$ cat src/rtl/riscv_pkg.sv
// Shared RV32 load/store encodings, LSU state type and access-rule helpers.
package riscv_pkg;

  localparam int unsigned XLEN = 32;

  localparam logic [2:0] F3_B  = 3'b000;
  localparam logic [2:0] F3_H  = 3'b001;
  localparam logic [2:0] F3_W  = 3'b010;
  localparam logic [2:0] F3_BU = 3'b100;
  localparam logic [2:0] F3_HU = 3'b101;

  typedef enum logic [1:0] {
    LSU_IDLE,
    LSU_REQ,
    LSU_DONE
  } lsu_state_e;

  // Unsigned widths exist only for loads; stores accept B/H/W only.
  function automatic logic access_ok(input logic we, input logic [2:0] funct3,
                                     input logic [1:0] addr_lo);
    case (funct3)
      F3_B:    access_ok = 1'b1;
      F3_H:    access_ok = ~addr_lo[0];
      F3_W:    access_ok = (addr_lo == 2'b00);
      F3_BU:   access_ok = ~we;
      F3_HU:   access_ok = ~we & ~addr_lo[0];
      default: access_ok = 1'b0;
    endcase
  endfunction

  function automatic logic [3:0] store_strb(input logic [2:0] funct3,
                                            input logic [1:0] addr_lo);
    case (funct3)
      F3_B:    store_strb = 4'b0001 << addr_lo;
      F3_H:    store_strb = 4'b0011 << addr_lo;
      default: store_strb = 4'b1111;
    endcase
  endfunction

  function automatic logic [XLEN-1:0] store_data(input logic [2:0] funct3,
                                                 input logic [XLEN-1:0] wdata);
    case (funct3)
      F3_B:    store_data = {4{wdata[7:0]}};
      F3_H:    store_data = {2{wdata[15:0]}};
      default: store_data = wdata;
    endcase
  endfunction

endpackage

$ cat src/rtl/load_store_unit_if.sv
// Word-aligned memory bus between the LSU (master) and memory (slave).
interface load_store_unit_if;
  import riscv_pkg::*;

  logic            mem_valid;
  logic            mem_ready;
  logic            mem_we;
  logic [XLEN-1:0] mem_addr;
  logic [3:0]      mem_wstrb;
  logic [XLEN-1:0] mem_wdata;
  logic [XLEN-1:0] mem_rdata;

  modport master (
    output mem_valid, mem_we, mem_addr, mem_wstrb, mem_wdata,
    input  mem_ready, mem_rdata
  );

  modport slave (
    input  mem_valid, mem_we, mem_addr, mem_wstrb, mem_wdata,
    output mem_ready, mem_rdata
  );

endinterface

$ cat src/rtl/load_store_unit_load_extend.sv
// Selects the addressed byte/half of a bus word and sign- or zero-extends it.
module load_extend
  import riscv_pkg::*;
(
  input  logic [XLEN-1:0] mem_rdata_i,
  input  logic [1:0]      addr_lo_i,
  input  logic [2:0]      funct3_i,
  output logic [XLEN-1:0] readdata_o
);

  logic [XLEN-1:0] lane;

  always_comb begin
    lane = mem_rdata_i >> {addr_lo_i, 3'b000};
    case (funct3_i)
      F3_B:    readdata_o = {{24{lane[7]}}, lane[7:0]};
      F3_H:    readdata_o = {{16{lane[15]}}, lane[15:0]};
      F3_BU:   readdata_o = {24'h0, lane[7:0]};
      F3_HU:   readdata_o = {16'h0, lane[15:0]};
      default: readdata_o = lane;
    endcase
  end

endmodule

$ cat src/rtl/load_store_unit.sv
// RV32 load/store unit: one bus transaction per memory instruction, stalling the
// pipeline until the access completes, faults, or times out.
module load_store_unit
  import riscv_pkg::*;
#(
  parameter int unsigned TIMEOUT = 255
) (
  input  logic                clk,
  input  logic                rst,
  input  logic                req_valid,
  input  logic                req_we,
  input  logic [2:0]          req_funct3,
  input  logic [XLEN-1:0]     req_addr,
  input  logic [XLEN-1:0]     req_wdata,
  output logic                stall,
  output logic [XLEN-1:0]     readdata,
  output logic                fault,
  output logic                bus_err,
  load_store_unit_if.master   mem
);

  lsu_state_e      state_q, state_d;
  logic [7:0]      cnt_q, cnt_d;
  logic            we_q, we_d;
  logic [XLEN-1:0] addr_q, addr_d;
  logic [3:0]      strb_q, strb_d;
  logic [XLEN-1:0] wdata_q, wdata_d;
  logic [2:0]      funct3_q, funct3_d;
  logic [XLEN-1:0] rdata_q, rdata_d;
  logic            err_q, err_d;

  logic            legal;
  logic [8:0]      cnt_inc;
  logic            timeout_hit;
  logic [XLEN-1:0] ext_data;

  load_extend u_load_extend (
    .mem_rdata_i (rdata_q),
    .addr_lo_i   (addr_q[1:0]),
    .funct3_i    (funct3_q),
    .readdata_o  (ext_data)
  );

  always_ff @(posedge clk or posedge rst) begin
    if (rst) begin
      state_q  <= LSU_IDLE;
      cnt_q    <= '0;
      we_q     <= 1'b0;
      addr_q   <= '0;
      strb_q   <= '0;
      wdata_q  <= '0;
      funct3_q <= '0;
      rdata_q  <= '0;
      err_q    <= 1'b0;
    end else begin
      state_q  <= state_d;
      cnt_q    <= cnt_d;
      we_q     <= we_d;
      addr_q   <= addr_d;
      strb_q   <= strb_d;
      wdata_q  <= wdata_d;
      funct3_q <= funct3_d;
      rdata_q  <= rdata_d;
      err_q    <= err_d;
    end
  end

  always_comb begin
    state_d     = state_q;
    cnt_d       = cnt_q;
    we_d        = we_q;
    addr_d      = addr_q;
    strb_d      = strb_q;
    wdata_d     = wdata_q;
    funct3_d    = funct3_q;
    rdata_d     = rdata_q;
    err_d       = err_q;

    legal       = access_ok(req_we, req_funct3, req_addr[1:0]);
    cnt_inc     = {1'b0, cnt_q} + 9'd1;
    timeout_hit = (cnt_inc == 9'(TIMEOUT));

    case (state_q)
      LSU_IDLE: begin
        if (req_valid && legal) begin
          state_d  = LSU_REQ;
          cnt_d    = '0;
          err_d    = 1'b0;
          we_d     = req_we;
          addr_d   = req_addr;
          funct3_d = req_funct3;
          strb_d   = req_we ? store_strb(req_funct3, req_addr[1:0]) : 4'b0000;
          wdata_d  = store_data(req_funct3, req_wdata);
        end
      end
      LSU_REQ: begin
        // A response arriving on the timeout cycle still counts as success.
        if (mem.mem_ready) begin
          state_d = LSU_DONE;
          rdata_d = mem.mem_rdata;
        end else begin
          cnt_d = cnt_inc[7:0];
          if (timeout_hit) begin
            state_d = LSU_DONE;
            err_d   = 1'b1;
          end
        end
      end
      LSU_DONE: state_d = LSU_IDLE;
      default:  state_d = LSU_IDLE;
    endcase
  end

  always_comb begin
    fault         = req_valid & (state_q == LSU_IDLE) & ~legal & ~rst;
    stall         = req_valid & (state_q != LSU_DONE) & ~fault;
    bus_err       = (state_q == LSU_DONE) & err_q;
    readdata      = ((state_q == LSU_DONE) && !we_q && !err_q) ? ext_data : '0;
    mem.mem_valid = (state_q == LSU_REQ);
    mem.mem_we    = we_q;
    mem.mem_addr  = {addr_q[XLEN-1:2], 2'b00};
    mem.mem_wstrb = strb_q;
    mem.mem_wdata = wdata_q;
  end

endmodule

$ cat src/flat_wrapper.sv
// flat-port wrapper written by rule: the top's interface ports become plain ports
module load_store_unit_flat import riscv_pkg::*;
#(
  parameter int unsigned TIMEOUT = 255
)
  (clk, rst, req_valid, req_we, req_funct3, req_addr, req_wdata, stall, readdata, fault, bus_err, mem_mem_valid, mem_mem_we, mem_mem_addr, mem_mem_wstrb, mem_mem_wdata, mem_mem_ready, mem_mem_rdata);
  load_store_unit_if mem_i ();
  input  logic clk;
  input  logic rst;
  input  logic req_valid;
  input  logic req_we;
  input  logic [2:0] req_funct3;
  input  logic [XLEN-1:0] req_addr;
  input  logic [XLEN-1:0] req_wdata;
  output logic stall;
  output logic [XLEN-1:0] readdata;
  output logic fault;
  output logic bus_err;
  output wire logic [$bits(mem_i.mem_valid)-1:0] mem_mem_valid;
  output wire logic [$bits(mem_i.mem_we)-1:0] mem_mem_we;
  output wire logic [$bits(mem_i.mem_addr)-1:0] mem_mem_addr;
  output wire logic [$bits(mem_i.mem_wstrb)-1:0] mem_mem_wstrb;
  output wire logic [$bits(mem_i.mem_wdata)-1:0] mem_mem_wdata;
  input wire logic [$bits(mem_i.mem_ready)-1:0] mem_mem_ready;
  input wire logic [$bits(mem_i.mem_rdata)-1:0] mem_mem_rdata;
  assign mem_mem_valid = mem_i.mem_valid;
  assign mem_mem_we = mem_i.mem_we;
  assign mem_mem_addr = mem_i.mem_addr;
  assign mem_mem_wstrb = mem_i.mem_wstrb;
  assign mem_mem_wdata = mem_i.mem_wdata;
  assign mem_i.mem_ready = mem_mem_ready;
  assign mem_i.mem_rdata = mem_mem_rdata;
  load_store_unit #(.TIMEOUT(TIMEOUT)) u_core (.clk(clk), .rst(rst), .req_valid(req_valid), .req_we(req_we), .req_funct3(req_funct3), .req_addr(req_addr), .req_wdata(req_wdata), .stall(stall), .readdata(readdata), .fault(fault), .bus_err(bus_err), .mem(mem_i));
endmodule
$ cat config.mk
export PLATFORM = sky130hd
export DESIGN_NAME = load_store_unit_flat
export DESIGN_NICKNAME = d
export VERILOG_FILES = /design/src/rtl/riscv_pkg.sv /design/src/rtl/load_store_unit_if.sv /design/src/rtl/load_store_unit_load_extend.sv /design/src/rtl/load_store_unit.sv /design/src/flat_wrapper.sv
export SDC_FILE = /design/constraint.sdc
export NUM_CORES = 1
export LEC_CHECK = 0
export ABC_AREA = 1
export CAP_MARGIN = 5
export CORE_ASPECT_RATIO = 2
export CORE_UTILIZATION = 41
export DETAILED_ROUTE_END_ITERATION = 8
export MAX_ROUTING_LAYER = met4
export PLACE_DENSITY_LB_ADDON = 0.2
export RECOVER_POWER = 100
export SLEW_MARGIN = 15
export SYNTH_ARGS = -nofsm -noshare
export SYNTH_HDL_FRONTEND = slang
export SYNTH_SLANG_ARGS = --single-unit
$ cat constraint.sdc
create_clock -name clk -period 3.41 [get_ports clk]
set_clock_uncertainty 0.05 [all_clocks]
set_input_delay 0.5115 -clock clk [delete_from_list [all_inputs] [get_ports clk]]
set_output_delay 0.5115 -clock clk [all_outputs]
set_load 0.01 [all_outputs]
==> summary.txt, run 1 <==
Run status
  • Status: completed

Detailed routing
  • Total length of routed wires: 17.0 mm
  • Vias: 5373
  • Detailed-route vias per instance: 4.92
  • DRC: 0
  • Final ANT Viol Nets: 0
  • 1st-iter DRT viols: 235
  • DRT Pass-1 Iters: 4
  • Drt wl/cell: 15.5 um

Global route
  • Global-route wire length before repair: 26.9 mm
  • Vias in the first global route: 5541
  • Met2 Use GR: 0.437
  • Busiest layer in global routing: met2
  • Met3 GRT Util: 0.0470
  • GR Overflow Total: 0
  • All-Layer GR Usage: 0.244
  • Initial antenna violation count: 0
  • Global-route track usage on met1: 0.252
  • Pin count of the biggest net entering global routing: 57

Hold path
  • Min-delay src: u_core.addr_q[20]$_DFFE_PP0P_
  • Worst Hold Class: register to register

Power
  • Worst VDD drop: 417 uV
  • P_leak: 0.00409 uW
  • Cell Pwr Density: 743 nW/um2

STA
  • FMAX: 311 MHz
  • Worst Tran Pin Value: 1430 ps
  • Final setup vio count: 0
  • Setup Total Neg Slack: 0 ps
  • Final Cycle Share: 0.943
  • Final Max Slew Viols: 0
  • Tmin final: 3210 ps
  • Hold Fails Final Rpt: 0
  • RSZ-0062 raised after global routing: no
  • Slew headroom: 0.0477

Floorplan
  • Core Region: 14000 um2
  • Die outline width: 86.8 um
  • Num rows: 61
  • Height of the chip: 172 um
  • IO Pins: 209
  • Initial cell density of the core: 0.422
  • Die area: 14900 um2

Logic synthesis
  • Ys async rst share: 1.00
  • Leading area contributor after synthesis: dfrtp_1
  • Seq/Total Area, Yosys: 0.488
  • Post-Syn Area: 5890 um2
  • Cell variety after synth: 35
  • Synth warn: 0
  • Area contributors post-synth: dfrtp_1 49%, nand2_1 15%, mux2_2 5.2%
  • Syn_area_per_cell: 8.18 um2
  • Synth Instances: 720
  • Dominant synthesized flop cell: dfrtp_1
  • #FFs+latches synth: 115
  • Top-area cell type share of the netlist area: 0.488
  • Post-synth EDFFs: 0

Layout
  • Antenna cells: 0
  • Post-layout util: 0.604
  • Leading cell type in the layout, fill and taps excluded: nand2_1
  • Non-filler cells, final: 1093
  • Fin nets: 997
  • Proportion of layout cells with a drive suffix above 1: 0.0907
  • Area growth from synthesis to layout: 43.2%
  • Most frequent cells in the layout: 232 x nand2_1, 120 x clkdlybuf4s50_1, 115 x dfrtp_1
  • Final instance area: 8440 um2
  • Fill cells: 1252

Setup path
  • Crit path arrival time: 2650 ps
  • Setup crit end kind: output port
  • Critical Path Source: u_core.funct3_q[1]$_DFFE_PP0P_
  • Crit-path leading delay family: simple AND/OR/NAND/NOR gates
  • Highest-delay cell along the critical path: dlygate4sd3_1
  • Buf/Inv on CP: 2
  • Reg-to-Reg Start: u_core.state_q[1]$_DFFE_PP0P_
  • Most frequent CP cell: nor2_1
  • WP data required: 2850 ps
  • CP Class: register to output port
  • Critical Path Source Type: register
  • Critical Path Max Stage Delay: 600 ps
  • CP Max Fanout: 16
  • Cells along the critical path: nor2_4 > inv_2 > nor2_1 > o211ai_2 > nand3_1 > nand2_4 > nor2_1 > dlygate4sd3_1

Clock network
  • CTS Sinks: 115
  • Post-CTS Resized: 0
  • Clk root buf: clkbuf_16
  • CTS tree: yes
  • Clock Latency Late Sink: 400 ps
  • H-tree Lvls: 4
  • Setup Fix Bufs, Post-CTS: 0
  • Clock-pin slew on the worst setup and hold paths: 60 ps
  • Cts bufs inserted: 17
  • Clk buf depth: 2
  • Post-CTS Hold Buffers: 0

Placed design
  • Gpl congestion: 0.964
  • IO buf count: 206
  • Inst Count DP: 1061
  • Hpwl dp: 12.8 mm
  • Placed inst area: 7860 um2

Job
  • Max-Cap Viols: 0
## area by class of cell
| type | instances | area [um2] | share of cell area |
|---|---|---|---|
| timing repair buffer | 216 | 2130 | 0.252 |
| clock buffer | 20 | 457 | 0.0541 |
| sequential | 115 | 2880 | 0.341 |
| clock inverter | 12 | 179 | 0.0212 |
| inverter | 57 | 215 | 0.0255 |
| tap | 189 | 236 | 0.0280 |
| multi-input combinational | 484 | 2340 | 0.278 |
## power breakdown
| part | leakage, uW | switching [uW] | total (uW) | internal (uW) |
|---|---|---|---|---|
| sequential | 0.00143 | 362 | 2240 | 1880 |
| clock | 0.000303 | 639 | 1900 | 1260 |
| combinational | 0.00236 | 1120 | 2120 | 1010 |
## tightest hold or removal path, stage by stage (launching register included)
cell     delay [ps]
dfrtp_1         330
nand2_1          50
nand2_1          50
## sequential cells by signal (all words and copies together), names as in the netlist
name                  cells
u_core.mem.mem_wdata     32
u_core.funct3_q           3
u_core.mem.mem_wstrb      4
u_core.state_q            2
u_core.cnt_q              8
u_core.rdata_q           32
u_core.addr_q            32
u_core.mem.mem_we         1
u_core.err_q              1
## layer usage
layer / wire [um] / vias to the layer above
li1: - / 2627
met3: 837 / 46
met2: 9340 / 214
met4: 633 / 0
met5: 0 / -
met1: 6190 / 2486
## final timing paths
path | end | slack, ps | cells after the start
min | u_core.addr_q[20]$_DFFE_PP0P_ | 420 | 2
min reg2reg | u_core.addr_q[20]$_DFFE_PP0P_ | 420 | 2
max reg2reg | u_core.funct3_q[0]$_DFFE_PP0P_ | 890 | 7
min in group asynchronous | u_core.cnt_q[5]$_DFFE_PP0P_ | 770 | 2
max | readdata[23] | 200 | 8
max in group asynchronous | u_core.funct3_q[2]$_DFFE_PP0P_ | 690 | 3
## cell families after synthesis
family,count (synthesis),synth area share
compound gates,139,0.130
xor+xnor,2,0.00297
fa+ha+maj,2,0.00425
buf+inv,122,0.109
flops,115,0.488
mux,27,0.0516
other cells,1,0.000636
simple gates,312,0.213
## Yosys cell counts, types with 2 or more instances
library cell  number
o21ai_1           10
dfrtp_1          115
buf_2             16
a31oi_1            7
ha_1               2
xor2_1             2
o31ai_1            9
nand4_1            2
inv_1             49
nand2_2            4
clkinv_1           2
buf_4             36
clkbuf_1           9
nor2_1            53
nor2_4             2
nand3_1           14
inv_2              6
buf_6              4
a21oi_1           43
nand2_1          230
o21ai_0           57
o22ai_1            9
mux2_2            27
## through the flow
step	hold slack [ps]	power [uW]	setup slack, ps
6_report	421	6270	195
5_1_grt	453	6670	89.3
4_1_cts	431	6490	325
3_5_place_dp	415	4540	476
3_3_place_gp	411	4480	520
2_1_floorplan	400	3570	1450
Note: power is estimated with default switching activity, not from simulation.
==> run 2: changes to the inputs <==
Settings changed: SETUP_SLACK_MARGIN from default to 0.5, SLEW_MARGIN 15 to 20.
==> run 2 against run 1 <==
  * Design area increased by 1.3%
  * Die area did not move
  * Maximum frequency is 7.7% higher
  * Global-route usage increased by 0.15 points
  * Combinational power increased by 4%
  * Critical path depth is 1 lower
  * Highest routed layer unchanged
  * Largest cell class unchanged
  * Core utilization grew 0.81 points
==> summary.txt, run 2 (synthesized netlist as in run 1, its figures left out) <==
Detailed routing
  • 1st-iter DRT viols: 245 (was 235)
  • Vias: 5406 (was 5373)
  • Drt wl/cell: 15.7 um (was 15.5 um)
  • Detailed-route vias per instance: 4.92 (about the same)
  • Final ANT Viol Nets: 0 (unchanged)
  • Total length of routed wires: 17.3 mm (was 17.0 mm)
  • DRT Pass-1 Iters: 4 (unchanged)
  • DRC: 0 (unchanged)

Layout
  • Leading cell type in the layout, fill and taps excluded: nand2_1 (unchanged)
  • Fill cells: 1244 (was 1252)
  • Proportion of layout cells with a drive suffix above 1: 0.101 (was 0.0907)
  • Most frequent cells in the layout: 231 x nand2_1, 113 x dfrtp_1, 102 x clkdlybuf4s50_1 (was 232 x nand2_1, 120 x clkdlybuf4s50_1, 115 x dfrtp_1)
  • Antenna cells: 0 (unchanged)
  • Non-filler cells, final: 1099 (was 1093)
  • Fin nets: 1003 (was 997)
  • Final instance area: 8550 um2 (was 8440 um2)
  • Area growth from synthesis to layout: 45.1% (was 43.2%)

Global route
  • Pin count of the biggest net entering global routing: 57 (unchanged)
  • All-Layer GR Usage: 0.246 (was 0.244)
  • Global-route wire length before repair: 27.0 mm (was 26.9 mm)
  • Vias in the first global route: 5569 (was 5541)
  • GR Overflow Total: 0 (unchanged)
  • Initial antenna violation count: 0 (unchanged)

Power
  • Final Total Pwr: 6360 uW (was 6270 uW)
  • Cell Pwr Density: 743 nW/um2 (about the same)
  • P_leak: 0.00428 uW (was 0.00409 uW)
  • Worst VDD drop: 417 uV (about the same)

Placed design
  • Hpwl dp: 12.8 mm (unchanged)
  • Gpl congestion: 0.964 (unchanged)
  • Inst Count DP: 1061 (unchanged)
  • IO buf count: 206 (unchanged)
  • Placed inst area: 7860 um2 (unchanged)
  • Place WS: 476 ps (unchanged)

STA
  • Worst Tran Pin Value: 1450 ps (was 1430 ps)
  • Setup Total Neg Slack: 0 ps (unchanged)
  • Tmin final: 2980 ps (was 3210 ps)
  • Final setup vio count: 0 (unchanged)
  • FMAX: 335 MHz (was 311 MHz)
  • Final Max Slew Viols: 0 (unchanged)
  • Worst Slack Setup Final: 426 ps (was 195 ps)
  • Hold Fails Final Rpt: 0 (unchanged)
  • Final Cycle Share: 0.875 (was 0.943)
  • RSZ-0062 raised after global routing: yes (was no)
  • Slew headroom: 0.0322 (was 0.0477)

Floorplan
  • Height of the chip: 172 um (unchanged)
  • Initial cell density of the core: 0.422 (unchanged)
  • Die area: 14900 um2 (unchanged)
  • IO Pins: 209 (unchanged)
  • Num rows: 61 (unchanged)
  • Die outline width: 86.8 um (unchanged)
  • Core Region: 14000 um2 (unchanged)

Setup path
  • Critical Path Source Type: register (unchanged)
  • Crit path arrival time: 2420 ps (was 2650 ps)
  • WP data required: 2850 ps (about the same)
  • CP Class: register to output port (unchanged)
  • CP Max Fanout: 9 (was 16)
  • Setup crit end kind: output port (unchanged)
  • Setup slack, reg-to-reg: 890 ps (about the same)

Job
  • Max-Cap Viols: 0 (unchanged)

Clock network
  • Clk root buf: clkbuf_16 (unchanged)
  • Post-CTS Hold Buffers: 0 (unchanged)
  • H-tree Lvls: 4 (unchanged)
  • Clk buf depth: 2 (unchanged)
  • Clock Latency Late Sink: 400 ps (about the same)
  • Clock-pin slew on the worst setup and hold paths: 60 ps (about the same)
  • CTS tree: yes (unchanged)
  • CTS Sinks: 115 (unchanged)
  • Cts bufs inserted: 17 (unchanged)

Run status
  • Status: completed (unchanged)

Hold path
  • Worst Hold Class: register to register (unchanged)
[run 2: area by class of cell]
class	count	area, um2	area share
flip-flops and latches	115	2880	0.337
repair inverters	1	5.00	0.000585
clock buffers	20	457	0.0534
well taps	189	236	0.0277
inverters	57	221	0.0259
repair buffers	221	2200	0.257
clock inverters	12	179	0.0209
multi-input cells	484	2380	0.278
[run 2: final timing paths]
check / from / cells after the start / endpoint
max: u_core.state_q[0]$_DFFE_PP0P_ / 7 / readdata[10]
min: u_core.addr_q[20]$_DFFE_PP0P_ / 2 / u_core.addr_q[20]$_DFFE_PP0P_
max reg2reg: u_core.state_q[1]$_DFFE_PP0P_ / 3 / u_core.rdata_q[5]$_DFFE_PP0P_
min reg2reg: u_core.addr_q[20]$_DFFE_PP0P_ / 2 / u_core.addr_q[20]$_DFFE_PP0P_
max in group asynchronous: rst / 3 / u_core.cnt_q[7]$_DFFE_PP0P_
min in group asynchronous: rst / 2 / u_core.cnt_q[5]$_DFFE_PP0P_
[run 2: per-layer routing]
metal | routed length [um] | GRT usage | vias to the layer above
met2 | 9450 | 0.438 | 204
met3 | 816 | 0.0494 | 42
met4 | 639 | 0.123 | 0
met1 | 6350 | 0.253 | 2515
met5 | 0 | - | -
li1 | - | - | 2645
[run 2: through the flow]
| stage | utilization | hold WS (ps) |
|---|---|---|
| 3_5_place_dp | 0.563 | 415 |
| 3_3_place_gp | 0.563 | 411 |
| 5_1_grt | 0.612 | 450 |
| 2_1_floorplan | - | 400 |
| 6_report | 0.612 | 421 |
| 4_1_cts | 0.611 | 431 |
[run 2: worst max-delay path: stages (launching register included)]
cell	delay [ps]
dfrtp_1	370
inv_1	70
nand2_1	100
nor3_4	110
buf_4	200
clkinvlp_2	310
a21oi_1	220
dlygate4sd3_1	630
[run 2: report_power, final]
part           internal [uW]  switching (uW)
clock                   1260             639
sequential              1880             356
combinational           1050            1170
[run 2: repair_timing]
| action | in CTS | in global routing |
|---|---|---|
| setup endpoints to repair | 23 | 31 |
| buffers inserted | 4 | 1 |
| pin swaps | 2 | 2 |
| gates cloned | 0 | 1 |
| resized for setup | 3 | 19 |
==> run 3: changes to the inputs <==
Settings changed: CAP_MARGIN 5 to default.
==> results of run 3 <==
The final DEF is identical to that of run 2; final timing and power are the same.
